## src/rtl/bus_master_port.sv

```systemverilog
// Master-side serial bus port: arbitration, serial address/data out,
// ack wait with timeout, and serial read-data capture.
module bus_master_port #(
    parameter int ADDR_WIDTH = 16,
    parameter int DATA_WIDTH = 8,
    parameter int TIMEOUT    = 16
) (
    input  logic                  clk,
    input  logic                  rst,
    input  logic                  d_valid,
    output logic                  d_ready,
    input  logic                  d_wr,
    input  logic [ADDR_WIDTH-1:0] d_addr,
    input  logic [DATA_WIDTH-1:0] d_wdata,
    output logic [DATA_WIDTH-1:0] d_rdata,
    output logic                  d_done,
    output logic                  d_err,
    output logic                  m_req,
    input  logic                  m_grant,
    output logic                  m_mode,
    output logic                  m_wdata,
    output logic                  m_wvalid,
    input  logic                  m_ack,
    input  logic                  m_rdata,
    input  logic                  m_rvalid
);
    localparam int MAXW = (ADDR_WIDTH > DATA_WIDTH) ? ADDR_WIDTH : DATA_WIDTH;
    localparam int CW   = $clog2(MAXW + 1);
    localparam int TW   = $clog2(TIMEOUT + 1);

    typedef enum logic [2:0] {
        IDLE, REQ, ADDR, ACK_WAIT, WDATA, RDATA, DONE
    } state_t;

    state_t                state, state_n;
    logic [CW-1:0]         cnt, cnt_n;
    logic [TW-1:0]         wcnt, wcnt_n;
    logic                  wr_q, wr_n;
    logic [ADDR_WIDTH-1:0] addr_q, addr_n;
    logic [DATA_WIDTH-1:0] wd_q, wd_n;
    logic [DATA_WIDTH-1:0] sh_q, sh_n;
    logic                  d_ready_n, d_done_n, d_err_n;
    logic [DATA_WIDTH-1:0] d_rdata_n;
    logic                  m_req_n, m_mode_n, m_wdata_n, m_wvalid_n;
    logic                  busy, grant_lost;

    assign busy = (state == ADDR) || (state == ACK_WAIT) ||
                  (state == WDATA) || (state == RDATA);
    assign grant_lost = busy && !m_grant;

    always_ff @(posedge clk) begin
        if (rst) begin
            state    <= IDLE;
            cnt      <= '0;
            wcnt     <= '0;
            wr_q     <= 1'b0;
            addr_q   <= '0;
            wd_q     <= '0;
            sh_q     <= '0;
            d_ready  <= 1'b1;
            d_done   <= 1'b0;
            d_err    <= 1'b0;
            d_rdata  <= '0;
            m_req    <= 1'b0;
            m_mode   <= 1'b0;
            m_wdata  <= 1'b0;
            m_wvalid <= 1'b0;
        end else begin
            state    <= state_n;
            cnt      <= cnt_n;
            wcnt     <= wcnt_n;
            wr_q     <= wr_n;
            addr_q   <= addr_n;
            wd_q     <= wd_n;
            sh_q     <= sh_n;
            d_ready  <= d_ready_n;
            d_done   <= d_done_n;
            d_err    <= d_err_n;
            d_rdata  <= d_rdata_n;
            m_req    <= m_req_n;
            m_mode   <= m_mode_n;
            m_wdata  <= m_wdata_n;
            m_wvalid <= m_wvalid_n;
        end
    end

    always_comb begin
        state_n = state;
        unique case (state)
            IDLE:     if (d_valid) state_n = REQ;
            REQ:      if (m_grant) state_n = ADDR;
            ADDR: begin
                if (grant_lost) state_n = DONE;
                else if (cnt == CW'(ADDR_WIDTH)) state_n = ACK_WAIT;
            end
            ACK_WAIT: begin
                if (grant_lost) state_n = DONE;
                else if (m_ack) state_n = wr_q ? WDATA : RDATA;
                else if (wcnt == TW'(TIMEOUT - 1)) state_n = DONE;
            end
            WDATA: begin
                if (grant_lost) state_n = DONE;
                else if (cnt == CW'(DATA_WIDTH)) state_n = DONE;
            end
            RDATA: begin
                if (grant_lost) state_n = DONE;
                else if (m_rvalid && cnt == CW'(DATA_WIDTH - 1)) state_n = DONE;
            end
            DONE:     state_n = IDLE;
            default:  state_n = IDLE;
        endcase
    end

    // Outputs are computed one cycle ahead and registered with the state.
    always_comb begin
        cnt_n      = cnt;
        wcnt_n     = wcnt;
        wr_n       = wr_q;
        addr_n     = addr_q;
        wd_n       = wd_q;
        sh_n       = sh_q;
        d_ready_n  = d_ready;
        d_done_n   = 1'b0;
        d_err_n    = d_err;
        d_rdata_n  = d_rdata;
        m_req_n    = m_req;
        m_mode_n   = m_mode;
        m_wdata_n  = m_wdata;
        m_wvalid_n = m_wvalid;
        unique case (state)
            IDLE: begin
                d_ready_n = 1'b1;
                if (d_valid) begin
                    wr_n      = d_wr;
                    addr_n    = d_addr;
                    wd_n      = d_wdata;
                    d_ready_n = 1'b0;
                    m_req_n   = 1'b1;
                    m_mode_n  = d_wr;
                end
            end
            REQ: begin
                if (m_grant) begin
                    m_wvalid_n = 1'b1;
                    m_wdata_n  = addr_q[0];
                    addr_n     = addr_q >> 1;
                    cnt_n      = CW'(1);
                end
            end
            ADDR: begin
                if (state_n == ADDR) begin
                    m_wdata_n = addr_q[0];
                    addr_n    = addr_q >> 1;
                    cnt_n     = cnt + CW'(1);
                end else begin
                    m_wvalid_n = 1'b0;
                    wcnt_n     = '0;
                end
            end
            ACK_WAIT: begin
                if (state_n == WDATA) begin
                    m_wvalid_n = 1'b1;
                    m_wdata_n  = wd_q[0];
                    wd_n       = wd_q >> 1;
                    cnt_n      = CW'(1);
                end else if (state_n == RDATA) begin
                    cnt_n = '0;
                    sh_n  = '0;
                end else if (state_n == ACK_WAIT) begin
                    wcnt_n = wcnt + TW'(1);
                end
            end
            WDATA: begin
                if (state_n == WDATA) begin
                    m_wdata_n = wd_q[0];
                    wd_n      = wd_q >> 1;
                    cnt_n     = cnt + CW'(1);
                end
            end
            RDATA: begin
                if (m_rvalid && m_grant) begin
                    sh_n  = {m_rdata, sh_q[DATA_WIDTH-1:1]};
                    cnt_n = cnt + CW'(1);
                end
            end
            DONE: begin
                d_ready_n = 1'b1;
                d_err_n   = 1'b0;
                d_rdata_n = '0;
            end
            default: ;
        endcase
        if (state_n == DONE && state != DONE) begin
            d_done_n   = 1'b1;
            d_err_n    = grant_lost || (state == ACK_WAIT);
            d_rdata_n  = (state == RDATA && !grant_lost) ? sh_n : '0;
            m_req_n    = 1'b0;
            m_mode_n   = 1'b0;
            m_wvalid_n = 1'b0;
            m_wdata_n  = 1'b0;
        end
    end
endmodule
```

## config.mk

```make
export PLATFORM = sky130hd
export DESIGN_NAME = bus_master_port
export DESIGN_NICKNAME = d
export VERILOG_FILES = /design/src/rtl/bus_master_port.sv
export SDC_FILE = /design/constraint.sdc
export NUM_CORES = 1
export LEC_CHECK = 0
export CELL_PAD_IN_SITES_DETAIL_PLACEMENT = 2
export CELL_PAD_IN_SITES_GLOBAL_PLACEMENT = 2
export CORE_UTILIZATION = 33
export DETAILED_ROUTE_END_ITERATION = 8
export PLACE_DENSITY = 0.88
export SYNTH_ARGS = -nofsm -noshare
export SYNTH_HDL_FRONTEND = slang
export SYNTH_SLANG_ARGS = --single-unit
```

## constraint.sdc

```tcl
create_clock -name clk -period 3.4 [get_ports clk]
set_input_delay 0.51 -clock clk [delete_from_list [all_inputs] [get_ports clk]]
set_output_delay 0.51 -clock clk [all_outputs]
set_load 0.01 [all_outputs]
```

## After elaboration in Yosys (flattened, before gate mapping)

Cells that the tools add are included.

| operators by class | value |
|---|---|
| add/subtract/negate cells | 2 |
| equal/unequal tests | 28 |
| mux-type cells | 52 |
| reduce and logical (&&, ||, !) cells | 29 |

Operators with widths:

| kind | number |
|---|---|
| 8-bit two-way mux | 8 |
| 5-bit two-way mux | 10 |
| 16-bit two-way mux | 3 |
| 16-bit one-hot mux with 3 select lines | 1 |
| 3-bit two-way mux | 11 |
| 8-bit one-hot mux with 2 select lines | 2 |
| 5-bit one-hot mux with 5 select lines | 1 |
| 3-bit == test (second input constant) | 6 |
| 3-bit one-hot mux with 6 select lines | 1 |
| 2-bit inequality test (second input constant) | 8 |
| 3-bit by 2-bit == test with 1-bit output (second input constant) | 4 |
| 4-bit AND reduction | 3 |
| 1-bit two-way mux | 11 |
| 5-bit by 1-bit adder with 5-bit output (second input constant) | 2 |
| 5-bit by 4-bit == test with 1-bit output (second input constant) | 2 |
| 5-bit one-hot mux with 2 select lines | 1 |
| 3-bit nonzero test | 3 |
| 2-bit nonzero test | 4 |
| 2-bit by 1-bit inequality test with 1-bit output (second input constant) | 3 |
| 3-bit inequality test (second input constant) | 2 |
| 1-bit one-hot mux with 3 select lines | 2 |
| 6-bit AND reduction | 1 |
| 5-bit by 3-bit == test with 1-bit output (second input constant) | 1 |
| 5-bit == test (second input constant) | 1 |
| other kinds (11) | 20 |

| storage, ports and cells | value |
|---|---|
| bits in registers | 61 |
| input bits | 32 |
| output and inout port bits | 15 |
| word-level logic and storage cells | 126 |

## Depth between registers and ports, before layout

Gate-level depths: netlist (run 1).

| logic depth | value |
|---|---|
| depth after elaboration | 13 |
| gate-level depth with buffers | 10 |
| mapped depth without buffers | 9 |

## Worst setup path before layout (run 1)

No wires, ideal clock.

| timing path | value |
|---|---|
| path type | reg-to-reg |
| start point | register wcnt[0] |
| end point | register m_wdata |
| library setup time | 0.072 ns |
| arrival time | 2.475 ns |
| data required time | 3.328 ns |
| path slack | 0.853 ns |
| stages on the path, launching flop included | 10 |
| path buffers | 0 |
| clock period less this slack | 2.547 ns |
| cells stage by stage | dfxtp_1 > ha_1 > and3_1 > ha_1 > nor3b_1 > o31a_1 > nand2_1 > or3_1 > a222oi_1 > mux2i_1 |

| between the ends | value |
|---|---|
| cells in the longest elaborated chain, start to end | 8 |

RTL lines:

| item | line | source |
|---|---|---|
| from (decl) | 37 | `logic [TW-1:0] wcnt, wcnt_n;` |
| from (signal assigned) | 71 | `wcnt <= wcnt_n;` |
| 5-bit by 4-bit == test with 1-bit output (*) | 99 | `else if (wcnt == TW'(TIMEOUT - 1)) state_n = DONE;` |
| 3-bit two-way mux (*) | 99 |  |
| 3-bit two-way mux (*) | 98 | `else if (m_ack) state_n = wr_q ? WDATA : RDATA;` |
| 3-bit two-way mux (*) | 97 | `if (grant_lost) state_n = DONE;` |
| 3-bit one-hot mux with 6 select lines (*) | 89 | `unique case (state)` |
| 3-bit by 2-bit == test with 1-bit output, or another cell as far along | 151 | `if (state_n == ADDR) begin` |
| 2-bit by 1-bit inequality test with 1-bit output (no source line) / 1-bit logical AND (equally long branches) | - |  |
| 4-bit AND reduction (no source line) / 2-bit OR reduction (equally long branches) | - |  |
| to (signal assigned) | 82 | `m_wdata <= m_wdata_n;` |
| to (decl) | 21 | `output logic m_wdata,` |

Mark *: on every way between the ends. The rest lies on a longest branch, timed or not.
A chain may end at the register's enable or synchronous reset.

## Worst setup path after layout (run 1)

Same ends and word-level chain as after synthesis.

==> results of run 1 <==
[placed cells by master, fill, tap and decap left out, types with 3 or more instances in the layout]
cell type,Yosys,final
clkbuf_8,0,9
nor3_1,4,4
and2_1,4,4
ha_1,4,4
a21oi_1,36,36
inv_1,6,6
mux2i_1,23,23
a211oi_1,8,8
dfxtp_1,61,61
nand2b_1,5,5
or3_1,7,7
and3_1,4,4
clkdlybuf4s50_1,0,46
o21ai_0,11,11
mux2_2,3,3
nor2_1,23,23
a311oi_1,15,15
nand2_1,20,20
buf_4,2,16
nand4_1,4,4
o31ai_1,7,7
a22o_1,14,14
nor2b_1,8,8
nand3_1,10,10
[registers in the layout (all words and copies together), names as in the netlist]
name and flops:
m_wdata 1, addr_q 16, sh_q 8, m_wvalid 1
m_req 1, cnt 5, wr_q 1, d_ready 1
d_err 1, d_done 1, m_mode 1, wcnt 5
d_rdata 8, wd_q 8, state 3
[synth_stat cells, types with 3 or more instances]
cell type,n
dfxtp_1,61
ha_1,4
nand4_1,4
nand2b_1,5
a22o_1,14
buf_2,8
o31ai_1,7
and3_1,4
nand2_1,20
or3_1,7
a211oi_1,8
nand3_1,10
and2_1,4
a311oi_1,15
a21oi_1,36
inv_1,6
clkbuf_1,10
o21ai_0,11
nor2b_1,8
mux2i_1,23
mux2_2,3
nor3_1,4
nor2_1,23
[worst paths after layout]
| check | from | to | slack [ps] | depth (start not counted) |
|---|---|---|---|---|
| setup / recovery | wcnt[0]$_SDFFE_PP0P_ | m_wdata$_SDFFE_PP0P_ | 320 | 9 |
| hold / removal | d_rdata[3]$_SDFFE_PP0P_ | d_rdata[3]$_SDFFE_PP0P_ | 480 | 1 |
| setup reg to reg | wcnt[0]$_SDFFE_PP0P_ | m_wdata$_SDFFE_PP0P_ | 320 | 9 |
| hold reg to reg | d_rdata[3]$_SDFFE_PP0P_ | d_rdata[3]$_SDFFE_PP0P_ | 480 | 1 |
[per-layer routing]
metal	track usage, %	routed length (µm)	up-vias
li1	-	-	1420
met1	27.9	4650	1509
met2	39.9	5490	62
met3	3.94	360	20
met4	8.94	218	0
met5	0	0	-
[logic make-up (layout without fill, tap and decap cells)]
kind of cell,after synthesis,in the layout
compound gates,121,121
fa+ha+maj,4,4
buf+inv,28,87
flops,61,61
mux,26,26
simple gates,102,102
[metrics by stage]
stage / util (%) / instance area, µm² / total power [µW]
4_1_cts: 43.7 / 4040 / 2150
3_3_place_gp: 41.3 / 3820 / 1340
3_5_place_dp: 41.3 / 3820 / 1390
6_report: 43.7 / 4040 / 2140
5_1_grt: 43.7 / 4040 / 2240
2_1_floorplan: - / 3140 / 1180
[power by group]
group / leakage (µW) / switching (µW) / internal (µW)
combinational: 0.000904 / 311 / 233
clock: 0.000110 / 335 / 416
sequential: 0.000499 / 59.1 / 784
total: 0.00151 / 705 / 1430
[layout make-up]
type	instances	area [µm²]	share of cell area [%]
clock buffers	9	124	3.07
flip-flops and latches	61	1220	30.2
repair buffers	63	601	14.9
inverters	8	30.0	0.743
clock inverters	7	98.8	2.45
multi-input cells	253	1800	44.6
well taps	129	161	4.00
[worst reg2reg max path: cells and delay by family, from the launching register on]
| family | cells | cell delay (ps) |
|---|---|---|
| simple gates | 4 | 1230 |
| fa+ha+maj | 2 | 440 |
| compound gates | 2 | 660 |
| mux | 1 | 300 |
| flops | 1 | 350 |
==> metrics.yaml, run 1 <==
sta:
  min_period_ps: 3080
  fin_setup_tns_ps: 0
  skew_ps: 6.64
  worst_pin_slew_ps: 658
  final_critical_path_setup_slack_ps: 315
  finalCritPeriodShare_pct: 90.7
  final-hold-violation-count: 0
  maxClockFrequency_ghz: 0.324
  worst_slew_margin_rel_pct: 56.1
  worst_hold_margin_ps: 479
  maxSlewViolCount: 0
  grt_setup_unrepaired: "false"
  finalSetupViolCount: 0
clock_network:
  cts_sinks: 61
  cts_tree: "done"
  clock_tree.htree_level_count: 3
  cts.reportedPaths.clkPinSlew_ps: 80
  cts.path.max_buffers: 2
  cts-buffers-inserted: 9
  worst_skew_pair.late_latency_ps: 360
  cts_post_setup_buffers_inserted: 0
  post_cts_resized: 0
  cts_hold_repair.buffers: 0
  clock_tree.root_cell: "clkbuf_8"
floorplanning:
  start_util_pct: 34.0
  chipWidth_um: 99.5
  num_rows: 35
  die_y_um: 99.5
  floorplan.core_area_um2: 9240
  die_area_um2: 9900
  top_level_ports: 47
cells_and_area:
  areaGrowthSynthToFinish_pct: 28.7
  drive_above_1_share_pct: 13.5
  design.final.nets: 432
  antenna_fix_cells: 0
  num-fill-cells: 1030
  final_cell_count_no_fill: 530
placed_design:
  dp.final_hpwl_um: 7480
  port_buffers: 46
  placed_cells_incl_taps: 514
  pre_cts_setup_slack_ps: 206
  gpl.final_weighted_congestion: 0.894
global_routing:
  grt.overflow.total: 0
  first_pass_grt_wire_length_um: 17400
  first_global_vias: 3265
  maximum_number_of_pins_on_one_net_before_global_route_repair: 34
  grtUsageTotal_pct: 22.8
  antenna_violations_before_repair: 0
logic_synthesis:
  yosysWarnings: 0
  synth_cell_types: 60
  ys_seq_area_share_pct: 38.9
  synthSimpleGateAreaFrac_pct: 17.7
  synth_mux_area_share_pct: 8.41
  mappedNetlistNets: 378
  synth_compound_gate_area_share_pct: 29.4
  post-synth-top-area-fraction_pct: 38.9
  dominantRegCellSynth: "dfxtp_1"
  synth_async_sr_flop_share_pct: 0
  largest_family_of_logic_cells_by_synthesized_area: "compound AO/OA/AOI/OAI gates"
  synth_adder_area_share_pct: 1.59
  synthDominantAreaCellType: "dfxtp_1"
  post_synthesis_xor_xnor_area_fraction_pct: 0
  syn_area_per_cell_um2: 9.18
  syn_inst: 342
  synth-edff-count: 0
  mappedNetlistArea_um2: 3140
  synthTopCellsByArea: "dfxtp_1, mux2i_1, a21oi_1"
  register_bit_count_reported_by_yosys: 61
power:
  leakagePower_uw: 0.00151
  worst_ir_drop_vdd_uv: 193
  p_per_area_nw_per_um2: 529
job:
  total_of_max_cap_violations: 0
worst_setup_path:
  crit_family: "simple AND/OR/NAND/NOR gates"
  cp-start-kind: "flip-flop"
  combined_buffer_and_inverter_count_along_the_critical_path: 0
  critical_path.endpoint_type: "flip-flop"
  timing.critical_path.fanout_max: 4
  critPathMostFrequentCell: "ha_1"
  critPathMaxStageDelay_ps: 460
  timing.critical_path.required_ps: 3660
  critical_path_cell_list: "ha_1 > and3_1 > ha_1 > nor3b_1 > o31a_1 > nand2_1 > or3_1 > a222oi_1 > mux2i_1"
  critical-path-slowest-cell: "nor3b_1"
  arrival_ps: 3350
  path_class: "flip-flop to flip-flop"
drt:
  detail_route.first_pass.iterations: 4
  detail_route.vias_per_cell: 5.68
  detail_route.wirelength_um: 10700
  route.vias.total: 3011
  drt_iter0_markers: 95
  drt-wirelength-per-cell_um: 20.2
  remaining_drc_errors: 0
  antenna_violating_nets_post_route: 0
min_path:
  min_path_type: "flip-flop to flip-flop"
run_status:
  status: "finished, final reports clean"
(Power assumes the default switching activity.)
==> inputs of run 2 (changes only) <==
--- a/config.mk
+++ b/config.mk
@@ -7,9 +7,9 @@
 export LEC_CHECK = 0
 export CELL_PAD_IN_SITES_DETAIL_PLACEMENT = 2
 export CELL_PAD_IN_SITES_GLOBAL_PLACEMENT = 2
-export CORE_UTILIZATION = 33
+export CORE_UTILIZATION = 30
 export DETAILED_ROUTE_END_ITERATION = 8
-export PLACE_DENSITY = 0.88
+export PLACE_DENSITY = 0.85
 export SYNTH_ARGS = -nofsm -noshare
 export SYNTH_HDL_FRONTEND = slang
 export SYNTH_SLANG_ARGS = --single-unit
==> constraint.sdc (replaced) <==
create_clock -name clk -period 2.5 [get_ports clk]
set_input_delay 0.375 -clock clk [delete_from_list [all_inputs] [get_ports clk]]
set_output_delay 0.375 -clock clk [all_outputs]
set_load 0.01 [all_outputs]
==> run 2 against run 1 <==
  * The run now ends with negative setup slack left
  * First-iteration DRC count is 61% higher
  * Final cell count grew 8.5%
  * Critical endpoint is now addr_q[15]$_SDFFE_PP0P_
  * Worst setup slack got worse by 410 ps
  * Combinational power increased by 99%
  * Utilization rose by 3.1 points
  * Critical path type unchanged
==> metrics.yaml, run 2 (synthesis gave the netlist of run 1 again) <==
placed_design:
  dp.final_hpwl_um: 8430  # +13%
  pre_cts_setup_slack_ps: -370  # -576 ps
  gpl.final_weighted_congestion: 0.848  # -5.2%
  port_buffers: 46  # unchanged
  dpl_cell_area_um2: 4080  # +6.9%
sta:
  skew_ps: 14.9  # +8.23 ps
  maxClockFrequency_ghz: 0.385  # +19%
  grt_setup_unrepaired: "true"
  maxSlewViolCount: 0  # unchanged
  worst_slew_margin_rel_pct: 62.2  # +6.1 points
  min_period_ps: 2600  # -489 ps
  final_critical_path_setup_slack_ps: -96.0  # -411 ps
  worst_hold_margin_ps: 486  # +6.49 ps
  finalCritPeriodShare_pct: 104  # +13 points
  fin_setup_tns_ps: -476  # -476 ps
  final-hold-violation-count: 0  # unchanged
  finalSetupViolCount: 14  # +14
  worst_pin_slew_ps: 563  # -94.4 ps
power:
  p_per_area_nw_per_um2: 683  # +29%
  leakagePower_uw: 0.00178  # +17%
  power.clock.fraction_pct: 29.7  # -5.4 points
  worst_ir_drop_vdd_uv: 283  # +47%
  fraction_of_power_spent_switching_nets_pct: 35.7  # +2.8 points
  p_switching_uw: 1140  # +61%
  power.share.combinational_pct: 33.9  # +8.5 points
  cell_internal_pwr_uw: 2050  # +43%
  seq_power_share_pct: 36.3  # -3.1 points
floorplanning:
  die_area_um2: 10900  # +9.8%
  floorplan.core_area_um2: 9950  # +7.7%
  num_rows: 36  # +2.9%
  top_level_ports: 47  # unchanged
  start_util_pct: 31.5  # -2.4 points
  die_y_um: 104  # +4.8%
  chipWidth_um: 104  # +4.8%
min_path:
  worst_hold_startpoint: "d_err$_SDFFE_PP0P_"
  min_path_type: "flip-flop to flip-flop"
cells_and_area:
  multiInputGateArea_um2: 2040  # +13%
  mostFrequentLayoutCells: "dfxtp_1, buf_4, clkdlybuf4s50_1"
  postLayoutCellArea_um2: 4660  # +15%
  final_common_cell: "dfxtp_1"
  drive_above_1_share_pct: 30.3  # +17 points
  antenna_fix_cells: 0  # unchanged
  areaGrowthSynthToFinish_pct: 48.4
  register_area_um2: 1230  # +0.72%
  register_with_the_most_flip_flops: "addr_q"
  design.final.nets: 473  # +9.5%
  largest_register_ffs: 16  # unchanged
  num-fill-cells: 1047  # +1.7%
clock_network:
  clock_tree.root_cell: "clkbuf_8"
  clock_tree.htree_level_count: 3  # unchanged
  worst_skew_pair.late_latency_ps: 370  # about the same
  cts_sinks: 61  # unchanged
  cts_tree: "done"
  cts-buffers-inserted: 9  # unchanged
  cts.path.max_buffers: 2  # unchanged
  cts.reportedPaths.clkPinSlew_ps: 90  # about the same
  cts_hold_repair.buffers: 0  # unchanged
worst_setup_path:
  critical-path-slowest-cell: "dfxtp_2"
  combined_buffer_and_inverter_count_along_the_critical_path: 2  # +2
  timing.critical_path.fanout_max: 16  # +12
  arrival_ps: 2870  # -480 ps
  crit_family: "compound AO/OA/AOI/OAI gates"
  crit-reg2reg-launch: "wcnt[0]$_SDFFE_PP0P_"
  critPathMostFrequentCell: "ha_4"
  worstSetupStartpoint: "wcnt[0]$_SDFFE_PP0P_"
  path_class: "flip-flop to flip-flop"
  timing.critical_path.required_ps: 2780  # -880 ps
  cp-start-kind: "flip-flop"
  critical_path.endpoint_type: "flip-flop"
  critical_path_cell_list: "ha_4 > and3_4 > ha_4 > mux2_4 > a2bb2oi_4 > a21oi_4 > o31ai_4 > buf_12 > bufbuf_16 > a21bo_2 > a21oi_1"
  critPathMaxStageDelay_ps: 340  # -120 ps
drt:
  detail_route.vias_per_cell: 5.80  # +2.2%
  detail_route.first_pass.iterations: 4  # unchanged
  route.vias.total: 3337  # +11%
  detail_route.wirelength_um: 14900  # +39%
  drt-wirelength-per-cell_um: 25.9  # +28%
  antenna_violating_nets_post_route: 0  # unchanged
  remaining_drc_errors: 0  # unchanged
  drt_iter0_markers: 153  # +61%
global_routing:
  first_pass_grt_wire_length_um: 21100  # +21%
  grtUsageTotal_pct: 25.5  # +2.6 points
  antenna_violations_before_repair: 0  # unchanged
  maximum_number_of_pins_on_one_net_before_global_route_repair: 34  # unchanged
  grt.overflow.total: 0  # unchanged
  first_global_vias: 3699  # +13%
job:
  total_of_max_cap_violations: 0  # unchanged
run_status:
  status: "finished with violations"
  failed_checks: "negative setup slack"
## run 2: path summary, 6_finish.rpt
| check | to | cells after the start | slack, ps |
|---|---|---|---|
| setup / recovery | addr_q[15]$_SDFFE_PP0P_ | 11 | -100 |
| hold reg to reg | d_err$_SDFFE_PP0P_ | 1 | 490 |
| setup reg to reg | addr_q[15]$_SDFFE_PP0P_ | 11 | -100 |
| hold / removal | d_err$_SDFFE_PP0P_ | 1 | 490 |
## run 2: worst reg2reg max path, cell delays in order (launching register included)
cell       delay [ps]
dfxtp_2           340
ha_4              160
and3_4            190
ha_4              160
mux2_4            290
a2bb2oi_4         160
a21oi_4           260
o31ai_4           110
buf_12            150
bufbuf_16         290
a21bo_2           240
a21oi_1           160
## run 2: cell type report
type                       count  share of cell area [%]
clock inverter                 6                    1.34
multi-input combinational    253                    43.8
timing repair buffer         104                    21.3
inverter                       8                   0.645
tap                          133                    3.57
clock buffer                  10                    2.96
sequential                    61                    26.4
## run 2: stage by stage
step / cells / total power, µW / utilization, %
2_1_floorplan: 342 / 1610 / -
3_3_place_gp: 550 / 1900 / 41.0
3_5_place_dp: 550 / 1970 / 41.0
4_1_cts: 572 / 3020 / 45.1
5_1_grt: 575 / 3280 / 46.8
6_report: 575 / 3180 / 46.8
## run 2: power groups by stage
stage                     registers [µW]  logic, µW  clock network [µW]
after detailed placement            1160        810                   0
final                               1160       1080                 946
after CTS                           1140        936                 942
after global placement              1150        752                   0
after global routing                1160       1130                 992
after floorplan                     1130        473                   0
## run 2: what timing repair did
| item | 4_1_cts | 5_1_grt |
|---|---|---|
| endpoints found under the hold margin | 0 | 0 |
| pin swaps | 7 | 8 |
| setup endpoints to repair | 51 | 49 |
| gates cloned | 1 | 1 |
| gates resized for setup | 30 | 24 |
| setup buffers | 5 | 3 |
## run 2: layer usage
layer | global-route usage, % | vias up | wire length [µm]
met2 | 46.7 | 99 | 7870
met3 | 4.51 | 48 | 513
li1 | - | 1490 | -
met5 | 0 | - | 0
met4 | 12.7 | 0 | 648
met1 | 27.9 | 1700 | 5840
==> inputs of run 3 (changes only) <==
--- a/config.mk
+++ b/config.mk
@@ -5,6 +5,7 @@
 export SDC_FILE = /design/constraint.sdc
 export NUM_CORES = 1
 export LEC_CHECK = 0
+export CAP_MARGIN = 5
 export CELL_PAD_IN_SITES_DETAIL_PLACEMENT = 2
 export CELL_PAD_IN_SITES_GLOBAL_PLACEMENT = 2
 export CORE_UTILIZATION = 30
==> results of run 3 <==
Same layout as run 2: the final DEF is identical, and so are final timing and power.
